<file path="src/rtl/branch_resolve_unit_pkg.sv">
// branch_resolve_unit_pkg: shared opcodes, branch funct3 encodings and FSM states
package branch_resolve_unit_pkg;
  localparam logic [6:0] OP_BRANCH = 7'b1100011;
  localparam logic [6:0] OP_JAL    = 7'b1101111;
  localparam logic [6:0] OP_JALR   = 7'b1100111;
  localparam logic [2:0] F3_BEQ  = 3'b000;
  localparam logic [2:0] F3_BNE  = 3'b001;
  localparam logic [2:0] F3_BLT  = 3'b100;
  localparam logic [2:0] F3_BGE  = 3'b101;
  localparam logic [2:0] F3_BLTU = 3'b110;
  localparam logic [2:0] F3_BGEU = 3'b111;
  typedef enum logic {ST_INIT, ST_RUN} state_e;
endpackage

</file>
<file path="src/rtl/branch_resolve_unit_if.sv">
// branch_resolve_unit_if: fetch, EX and redirect signals of the branch unit
// master: pipeline side (drives fetch_pc, ex_*); slave: the branch unit.
// BRU_PERF_EN adds perf_branches / perf_mispredicts.
interface branch_resolve_unit_if #(parameter int XLEN = 32);
  logic [XLEN-1:0] fetch_pc;
  logic            pred_taken;
  logic            bru_ready;
  logic            ex_valid;
  logic [XLEN-1:0] ex_pc;
  logic [6:0]      ex_opcode;
  logic [2:0]      ex_funct3;
  logic [XLEN-1:0] ex_alu_out;
  logic [XLEN-1:0] ex_target;
  logic            ex_pred_taken;
  logic            redirect;
  logic [XLEN-1:0] redirect_pc;
  logic            illegal_br;
`ifdef BRU_PERF_EN
  logic [31:0]     perf_branches;
  logic [31:0]     perf_mispredicts;
  modport master (
    output fetch_pc, ex_valid, ex_pc, ex_opcode, ex_funct3, ex_alu_out, ex_target, ex_pred_taken,
    input  pred_taken, bru_ready, redirect, redirect_pc, illegal_br, perf_branches, perf_mispredicts
  );
  modport slave (
    input  fetch_pc, ex_valid, ex_pc, ex_opcode, ex_funct3, ex_alu_out, ex_target, ex_pred_taken,
    output pred_taken, bru_ready, redirect, redirect_pc, illegal_br, perf_branches, perf_mispredicts
  );
`else
  modport master (
    output fetch_pc, ex_valid, ex_pc, ex_opcode, ex_funct3, ex_alu_out, ex_target, ex_pred_taken,
    input  pred_taken, bru_ready, redirect, redirect_pc, illegal_br
  );
  modport slave (
    input  fetch_pc, ex_valid, ex_pc, ex_opcode, ex_funct3, ex_alu_out, ex_target, ex_pred_taken,
    output pred_taken, bru_ready, redirect, redirect_pc, illegal_br
  );
`endif
endinterface

</file>
<file path="src/rtl/branch_resolve_unit_bht.sv">
// bht_table: bimodal saturating-counter array, async read, sync update/init write
// rd_idx_i/rd_msb_o: fetch prediction port (old value on same-edge write)
// init_i/init_idx_i: writes weakly-not-taken into one entry
// upd_i/upd_idx_i/upd_taken_i: saturating increment/decrement of one entry
module bht_table #(
  parameter int ENTRIES  = 64,
  parameter int CTR_BITS = 2,
  parameter int IW       = $clog2(ENTRIES)
) (
  input  logic          clk,
  input  logic [IW-1:0] rd_idx_i,
  output logic          rd_msb_o,
  input  logic          init_i,
  input  logic [IW-1:0] init_idx_i,
  input  logic          upd_i,
  input  logic [IW-1:0] upd_idx_i,
  input  logic          upd_taken_i
);
  localparam logic [CTR_BITS-1:0] WEAK_NT = CTR_BITS'((1 << (CTR_BITS - 1)) - 1);
  logic [CTR_BITS-1:0] ctr_q [ENTRIES];
  logic [CTR_BITS-1:0] cur, ctr_d;
  always_comb begin
    cur   = ctr_q[upd_idx_i];
    ctr_d = upd_taken_i ? ((&cur) ? cur : cur + CTR_BITS'(1)) : ((|cur) ? cur - CTR_BITS'(1) : cur);
  end
  always_ff @(posedge clk) begin
    if (init_i) ctr_q[init_idx_i] <= WEAK_NT;
    else if (upd_i) ctr_q[upd_idx_i] <= ctr_d;
  end
  assign rd_msb_o = ctr_q[rd_idx_i][CTR_BITS-1];
endmodule

</file>
<file path="src/rtl/branch_resolve_unit.sv">
// branch_resolve_unit: resolves EX branches/jumps, trains a bimodal BHT, registers redirects
// clk, rst: clock, synchronous active-high reset
// bus (slave): fetch_pc/pred_taken, ex_* resolution inputs, redirect/redirect_pc/illegal_br, bru_ready
// Optional macro BRU_PERF_EN: saturating perf_branches / perf_mispredicts counters.
module branch_resolve_unit
  import branch_resolve_unit_pkg::*;
#(
  parameter int XLEN        = 32,
  parameter int BHT_ENTRIES = 64,
  parameter int CTR_BITS    = 2
) (
  input logic                  clk,
  input logic                  rst,
  branch_resolve_unit_if.slave bus
);
  localparam int IW = $clog2(BHT_ENTRIES);
  state_e          state_q, state_d;
  logic [IW-1:0]   init_idx_q, init_idx_d;
  logic            redirect_q, redirect_d, illegal_q, illegal_d;
  logic [XLEN-1:0] redirect_pc_q, redirect_pc_d;
  logic            run, act, is_br, is_jal, is_jalr, bad_f3, br_taken, ctrl, taken, mispredict, rd_msb;
  logic [XLEN-1:0] tgt, next_pc;
  logic            unused;
  assign unused = ^{bus.fetch_pc[XLEN-1:IW+2], bus.fetch_pc[1:0]};
  always_ff @(posedge clk) begin
    if (rst) begin
      state_q       <= ST_INIT;
      init_idx_q    <= '0;
      redirect_q    <= 1'b0;
      redirect_pc_q <= '0;
      illegal_q     <= 1'b0;
    end else begin
      state_q       <= state_d;
      init_idx_q    <= init_idx_d;
      redirect_q    <= redirect_d;
      redirect_pc_q <= redirect_pc_d;
      illegal_q     <= illegal_d;
    end
  end
  always_comb begin
    run        = state_q == ST_RUN;
    init_idx_d = run ? init_idx_q : init_idx_q + IW'(1);
    state_d    = (!run && init_idx_q == IW'(BHT_ENTRIES - 1)) ? ST_RUN : state_q;
    // A valid EX slot during a redirect pulse is wrong-path and must not act.
    act        = run && bus.ex_valid && !redirect_q;
    is_br      = bus.ex_opcode == OP_BRANCH;
    is_jal     = bus.ex_opcode == OP_JAL;
    is_jalr    = bus.ex_opcode == OP_JALR;
    bad_f3     = bus.ex_funct3[2:1] == 2'b01;
    br_taken   = (bus.ex_funct3 == F3_BEQ) ? bus.ex_alu_out == '0 :
                 (bus.ex_funct3 == F3_BNE) ? bus.ex_alu_out != '0 :
                 (bus.ex_funct3 == F3_BLT || bus.ex_funct3 == F3_BLTU) ? bus.ex_alu_out[0] :
                 (bus.ex_funct3 == F3_BGE || bus.ex_funct3 == F3_BGEU) ? !bus.ex_alu_out[0] : 1'b0;
    ctrl       = (is_br && !bad_f3) || is_jal || is_jalr;
    taken      = is_jal || is_jalr || (is_br && br_taken);
    tgt        = is_jalr ? {bus.ex_target[XLEN-1:1], 1'b0} : bus.ex_target;
    next_pc    = taken ? tgt : bus.ex_pc + XLEN'(4);
    mispredict = act && ctrl && (taken != bus.ex_pred_taken);
    redirect_d    = mispredict;
    redirect_pc_d = mispredict ? next_pc : redirect_pc_q;
    illegal_d     = act && is_br && bad_f3;
  end
  bht_table #(.ENTRIES(BHT_ENTRIES), .CTR_BITS(CTR_BITS), .IW(IW)) u_bht (
    .clk        (clk),
    .rd_idx_i   (bus.fetch_pc[IW+1:2]),
    .rd_msb_o   (rd_msb),
    .init_i     (!run),
    .init_idx_i (init_idx_q),
    .upd_i      (act && is_br && !bad_f3),
    .upd_idx_i  (bus.ex_pc[IW+1:2]),
    .upd_taken_i(br_taken)
  );
  assign bus.pred_taken  = run && rd_msb;
  assign bus.bru_ready   = run;
  assign bus.redirect    = redirect_q;
  assign bus.redirect_pc = redirect_pc_q;
  assign bus.illegal_br  = illegal_q;
`ifdef BRU_PERF_EN
  logic [31:0] perf_br_q, perf_mis_q;
  always_ff @(posedge clk) begin
    if (rst) begin
      perf_br_q  <= '0;
      perf_mis_q <= '0;
    end else begin
      perf_br_q  <= (act && ctrl && !(&perf_br_q)) ? perf_br_q + 32'd1 : perf_br_q;
      perf_mis_q <= (mispredict && !(&perf_mis_q)) ? perf_mis_q + 32'd1 : perf_mis_q;
    end
  end
  assign bus.perf_branches    = perf_br_q;
  assign bus.perf_mispredicts = perf_mis_q;
`endif
endmodule

</file>
<file path="src/flat_wrapper.sv">
// flat-port wrapper written by rule: the top's interface ports become plain ports
module branch_resolve_unit_flat import branch_resolve_unit_pkg::*;
#(
  parameter int XLEN        = 32,
  parameter int BHT_ENTRIES = 64,
  parameter int CTR_BITS    = 2
)
  (clk, rst, bus_fetch_pc, bus_ex_valid, bus_ex_pc, bus_ex_opcode, bus_ex_funct3, bus_ex_alu_out, bus_ex_target, bus_ex_pred_taken, bus_pred_taken, bus_bru_ready, bus_redirect, bus_redirect_pc, bus_illegal_br);
  branch_resolve_unit_if #(.XLEN(XLEN)) bus_i ();
  input logic clk;
  input logic rst;
  input wire logic [$bits(bus_i.fetch_pc)-1:0] bus_fetch_pc;
  input wire logic [$bits(bus_i.ex_valid)-1:0] bus_ex_valid;
  input wire logic [$bits(bus_i.ex_pc)-1:0] bus_ex_pc;
  input wire logic [$bits(bus_i.ex_opcode)-1:0] bus_ex_opcode;
  input wire logic [$bits(bus_i.ex_funct3)-1:0] bus_ex_funct3;
  input wire logic [$bits(bus_i.ex_alu_out)-1:0] bus_ex_alu_out;
  input wire logic [$bits(bus_i.ex_target)-1:0] bus_ex_target;
  input wire logic [$bits(bus_i.ex_pred_taken)-1:0] bus_ex_pred_taken;
  output wire logic [$bits(bus_i.pred_taken)-1:0] bus_pred_taken;
  output wire logic [$bits(bus_i.bru_ready)-1:0] bus_bru_ready;
  output wire logic [$bits(bus_i.redirect)-1:0] bus_redirect;
  output wire logic [$bits(bus_i.redirect_pc)-1:0] bus_redirect_pc;
  output wire logic [$bits(bus_i.illegal_br)-1:0] bus_illegal_br;
  assign bus_i.fetch_pc = bus_fetch_pc;
  assign bus_i.ex_valid = bus_ex_valid;
  assign bus_i.ex_pc = bus_ex_pc;
  assign bus_i.ex_opcode = bus_ex_opcode;
  assign bus_i.ex_funct3 = bus_ex_funct3;
  assign bus_i.ex_alu_out = bus_ex_alu_out;
  assign bus_i.ex_target = bus_ex_target;
  assign bus_i.ex_pred_taken = bus_ex_pred_taken;
  assign bus_pred_taken = bus_i.pred_taken;
  assign bus_bru_ready = bus_i.bru_ready;
  assign bus_redirect = bus_i.redirect;
  assign bus_redirect_pc = bus_i.redirect_pc;
  assign bus_illegal_br = bus_i.illegal_br;
  branch_resolve_unit #(.XLEN(XLEN), .BHT_ENTRIES(BHT_ENTRIES), .CTR_BITS(CTR_BITS)) u_core (.clk(clk), .rst(rst), .bus(bus_i));
endmodule
</file>
<file path="config.mk">
export PLATFORM = sky130hd
export DESIGN_NAME = branch_resolve_unit_flat
export DESIGN_NICKNAME = d
export VERILOG_FILES = /design/src/rtl/branch_resolve_unit_pkg.sv /design/src/rtl/branch_resolve_unit_if.sv /design/src/rtl/branch_resolve_unit_bht.sv /design/src/rtl/branch_resolve_unit.sv /design/src/flat_wrapper.sv
export SDC_FILE = /design/constraint.sdc
export NUM_CORES = 1
export LEC_CHECK = 0
export CAP_MARGIN = 40
export CORE_AREA = 2 2 134 136
export CTS_CLUSTER_SIZE = 30
export DETAILED_ROUTE_END_ITERATION = 6
export DIE_AREA = 0 0 136 138
export PLACE_DENSITY = 0.86
export SLEW_MARGIN = 30
export SYNTH_ARGS = -nofsm -noshare
export SYNTH_HDL_FRONTEND = slang
export SYNTH_HIERARCHICAL = 1
export SYNTH_SLANG_ARGS = --single-unit
</file>
<file path="constraint.sdc">
create_clock -name clk -period 6.15 [get_ports clk]
set_input_delay 0.615 -clock clk [delete_from_list [all_inputs] [get_ports clk]]
set_output_delay 0.615 -clock clk [all_outputs]
set_load 0.02 [all_outputs]
</file>
==> summary.txt <==
Cells and area
  • Nets: 998
  • Multi-input logic area: 0.00386 mm2
  • Share of layout cells above drive strength 1: 14.9%
  • Finished Layout Cells: 1097
  • Area Overhead vs Synth: 26.6%
  • Final Cell Area: 0.0112 mm2
  • FF/Latch Area: 0.00466 mm2
  • FILL cells: 1299

Synth
  • Synth async-reset ratio: 0%
  • Prevailing post-synth register cell: edfxtp_1
  • Post-synth cell types: 70
  • #FFs+latches synth: 169
  • Cell count after synthesis: 707
  • Yosys warnings: 6
  • Synthesized cell area: 0.00885 mm2
  • EDFF count, synth: 128
  • Syn nets: 851
  • Register area share after synthesis: 52.7%
  • Syn_area_per_cell: 12.5 um2

Global route
  • Met3 Track Usage GR: 7.41%
  • Vias in the first global route: 6601
  • Total grt overflow: 0
  • All-Layer GR Usage: 25.7%
  • Initial antenna violation count: 1
  • GR Util met1: 32.2%
  • First-pass GRT wire length: 36.3 mm
  • Grt met2 use: 42.0%
  • Gr busiest metal: met2
  • Largest net degree at the start of global routing: 42

Route
  • Initial DRC Count: 684
  • Routed Antenna Nets: 0
  • Vias post-DR: 6776
  • Total wire length: 24.0 mm
  • Via/cell ratio: 6.18
  • Drt drc: 0
  • DR WL/cell: 21.9 um
  • DRT Pass-1 Iters: 5

Place
  • Routability congestion estimate from global placement: 0.902
  • IO Port Bufs: 151
  • Placed insts: 1062
  • Placed Area: 0.0106 mm2
  • HPWL after DPL: 16.5 mm

Clocking
  • PostCTS Resize Cnt: 0
  • Max clock buf depth: 2
  • Total CTS buffers: 17
  • CTS Root Cell: clkbuf_16
  • Clock slew at reported path FFs: 70 ps
  • Hold_buf cts: 0
  • Worst-skew pair later-pin latency: 440 ps
  • H-tree Lvls: 4
  • CTS Sinks: 169
  • Post-CTS Repair Setup Buffers: 0
  • CTS tree: done

Worst setup path
  • Worst Setup Start Kind: input pin
  • Critical Path AT: 3720 ps
  • Crit. Startpoint: bus_fetch_pc[2]
  • Reg-to-Reg Start: u_core/bus.bru_ready
  • CP max FO: 16
  • R2R cell count: 8
  • Kind of critical path: input pin to output pin
  • Setup crit end kind: output pin
  • Required time worst endpoint: 5530 ps

Power and ir drop
  • Pwr per Cell Area: 230 mW/mm2
  • Final Power: 2.57 mW
  • Sw frac: 24.1%
  • Combinational share of power: 9.3%
  • Clk pwr share: 43.3%
  • Peak VDD IR: 0.253 mV
  • Int Power: 1.96 mW
  • NetSw: 619 uW
  • Seq pwr share: 47.4%
  • Leak: 3.75 nW

Timing
  • Hold_ws: 474 ps
  • Fin crit share: 70.4%
  • Max Slew Vio Count: 0
  • Tmin final: 4330 ps
  • Slew margin rel.: 41.6%
  • Fmax: 231 MHz
  • Setup Viol. Count Final: 0
  • Slew @ Worst Pin: 876 ps
  • Final hold vios: 0
  • Clk_skew: 11.6 ps
  • RSZ-0062 raised after global routing: false
  • Setup TNS: 0 ps

Die
  • I/O pin cnt: 178
  • Die span in y: 138 um
  • Die area: 0.0188 mm2
  • Cell row count: 49
  • Initial Utilization: 50.5%
  • Die Wd: 136 um
  • Core ar.: 0.0175 mm2

Flow run
  • Maxcap violations: 0

Status
  • Run status: finished, final reports clean

Worst hold path
  • Worst Min Path Start: u_core/bus.redirect_pc[16]
  • Hold Path Stages: 2
  • Hold crit path type: flop to flop
per-stage QoR:
stage               util [%]  setup WS [ps]
floorplan                  -           1710
global placement        60.0           1720
detailed placement      60.2           1690
CTS                     63.6           1700
global route            63.9           1720
finish                  63.9           1820
synth_stat cells (3+ instances only):
cell type | count | area (um2)
edfxtp_1 | 128 | 3840
mux4_1 | 4 | 105
or3_1 | 7 | 43.8
xor2_1 | 6 | 52.6
o21ai_1 | 6 | 30.0
nand4_1 | 30 | 188
nor4_1 | 11 | 68.8
clkbuf_1 | 19 | 71.3
o21ai_0 | 4 | 20.0
mux2_2 | 9 | 101
a21oi_1 | 8 | 40.0
and2_1 | 4 | 25.0
xnor2_1 | 25 | 219
o211ai_2 | 10 | 125
nor3b_1 | 3 | 22.5
a221oi_1 | 3 | 26.3
inv_1 | 35 | 131
nor2_1 | 78 | 293
o211ai_1 | 10 | 75.1
nand2_1 | 59 | 221
o22ai_1 | 12 | 75.1
buf_6 | 6 | 67.6
nand2b_1 | 7 | 43.8
mux4_2 | 47 | 1060
a31oi_1 | 4 | 25.0
and4_1 | 6 | 52.6
mux2i_1 | 15 | 150
nor3_1 | 5 | 25.0
buf_2 | 6 | 30.0
dfxtp_1 | 41 | 821
nand3b_1 | 4 | 30.0
and3_1 | 8 | 50.1
o21a_1 | 5 | 37.5
nand3_1 | 18 | 90.1
nor2b_1 | 10 | 62.6
a22oi_1 | 9 | 67.6
cell families (layout without fill, tap and decap cells):
| family | count (synthesis) | count (layout) | share of synthesized area [%] |
|---|---|---|---|
| adders and majority gates | 2 | 2 | 0.283 |
| xor gates and xnor gates | 31 | 31 | 3.07 |
| AOI/OAI and AO/OA | 96 | 96 | 8.95 |
| muxes | 77 | 77 | 16.2 |
| DFF | 169 | 169 | 52.7 |
| buffers and inverters | 71 | 231 | 3.87 |
| other | 0 | 1 | 0 |
| and+or+nand+nor | 261 | 261 | 14.9 |
critical path: stages:
cell	delay, ps
clkdlybuf4s50_1	450
buf_4	330
mux4_2	580
mux4_2	520
mux4_2	510
and2_1	170
clkdlybuf4s50_1	520
routing by layer:
metal	vias up	routed length, um
li1	3044	-
met1	3277	8930
met2	395	11700
met3	60	2600
met4	0	777
met5	-	0
registers in the layout, indices dropped and copies added (netlist names):
signal,cells
u_core/bus.illegal_br,1
u_core/init_idx_q,6
u_core/bus.redirect,1
u_core/u_bht/ctr_q,128
u_core/bus.redirect_pc,32
u_core/bus.bru_ready,1
layout by cell type, fill, tap and decap left out, drive strengths merged, types with 6 or more instances in the layout:
cell type,count
clkdlybuf4s50,150
edfxtp,128
nor2,79
nand2,60
mux4,51
inv,45
dfxtp,41
nand4,32
xnor2,25
o211ai,20
nand3,18
clkbuf,17
mux2i,15
buf,14
o22ai,13
nor4,11
mux2,11
nor2b,10
o21ai,10
a22oi,9
a21oi,9
and3,8
or3,7
nand2b,7
xor2,6
and4,6
power by group through the flow:
stage / Combinational [mW] / Clock (mW) / Sequential [mW]
6_report: 0.241 / 1.11 / 1.22
5_1_grt: 0.254 / 1.18 / 1.22
4_1_cts: 0.237 / 1.13 / 1.22
3_5_place_dp: 0.235 / 0 / 1.24
3_3_place_gp: 0.228 / 0 / 1.24
2_1_floorplan: 0.115 / 0 / 1.24
path summary, 6_finish.rpt:
kind                                                   end  slack, ps
worst max-delay path                        bus_pred_taken       1820
worst min-delay path            u_core/bus.redirect_pc[16]        470
worst max register to register    u_core/u_bht/ctr_q[9][0]       2470
worst min register to register  u_core/bus.redirect_pc[16]        470
area by class of cell:
type | instances | share of cell area, %
flip-flops and latches | 169 | 41.7
multi-input cells | 467 | 34.5
clock inverters | 15 | 1.60
clock buffers | 17 | 3.80
inverters | 35 | 1.17
well taps | 229 | 2.56
repair buffers | 164 | 14.7
diodes | 1 | 0.0223
Note: power is estimated with default switching activity, not from simulation.
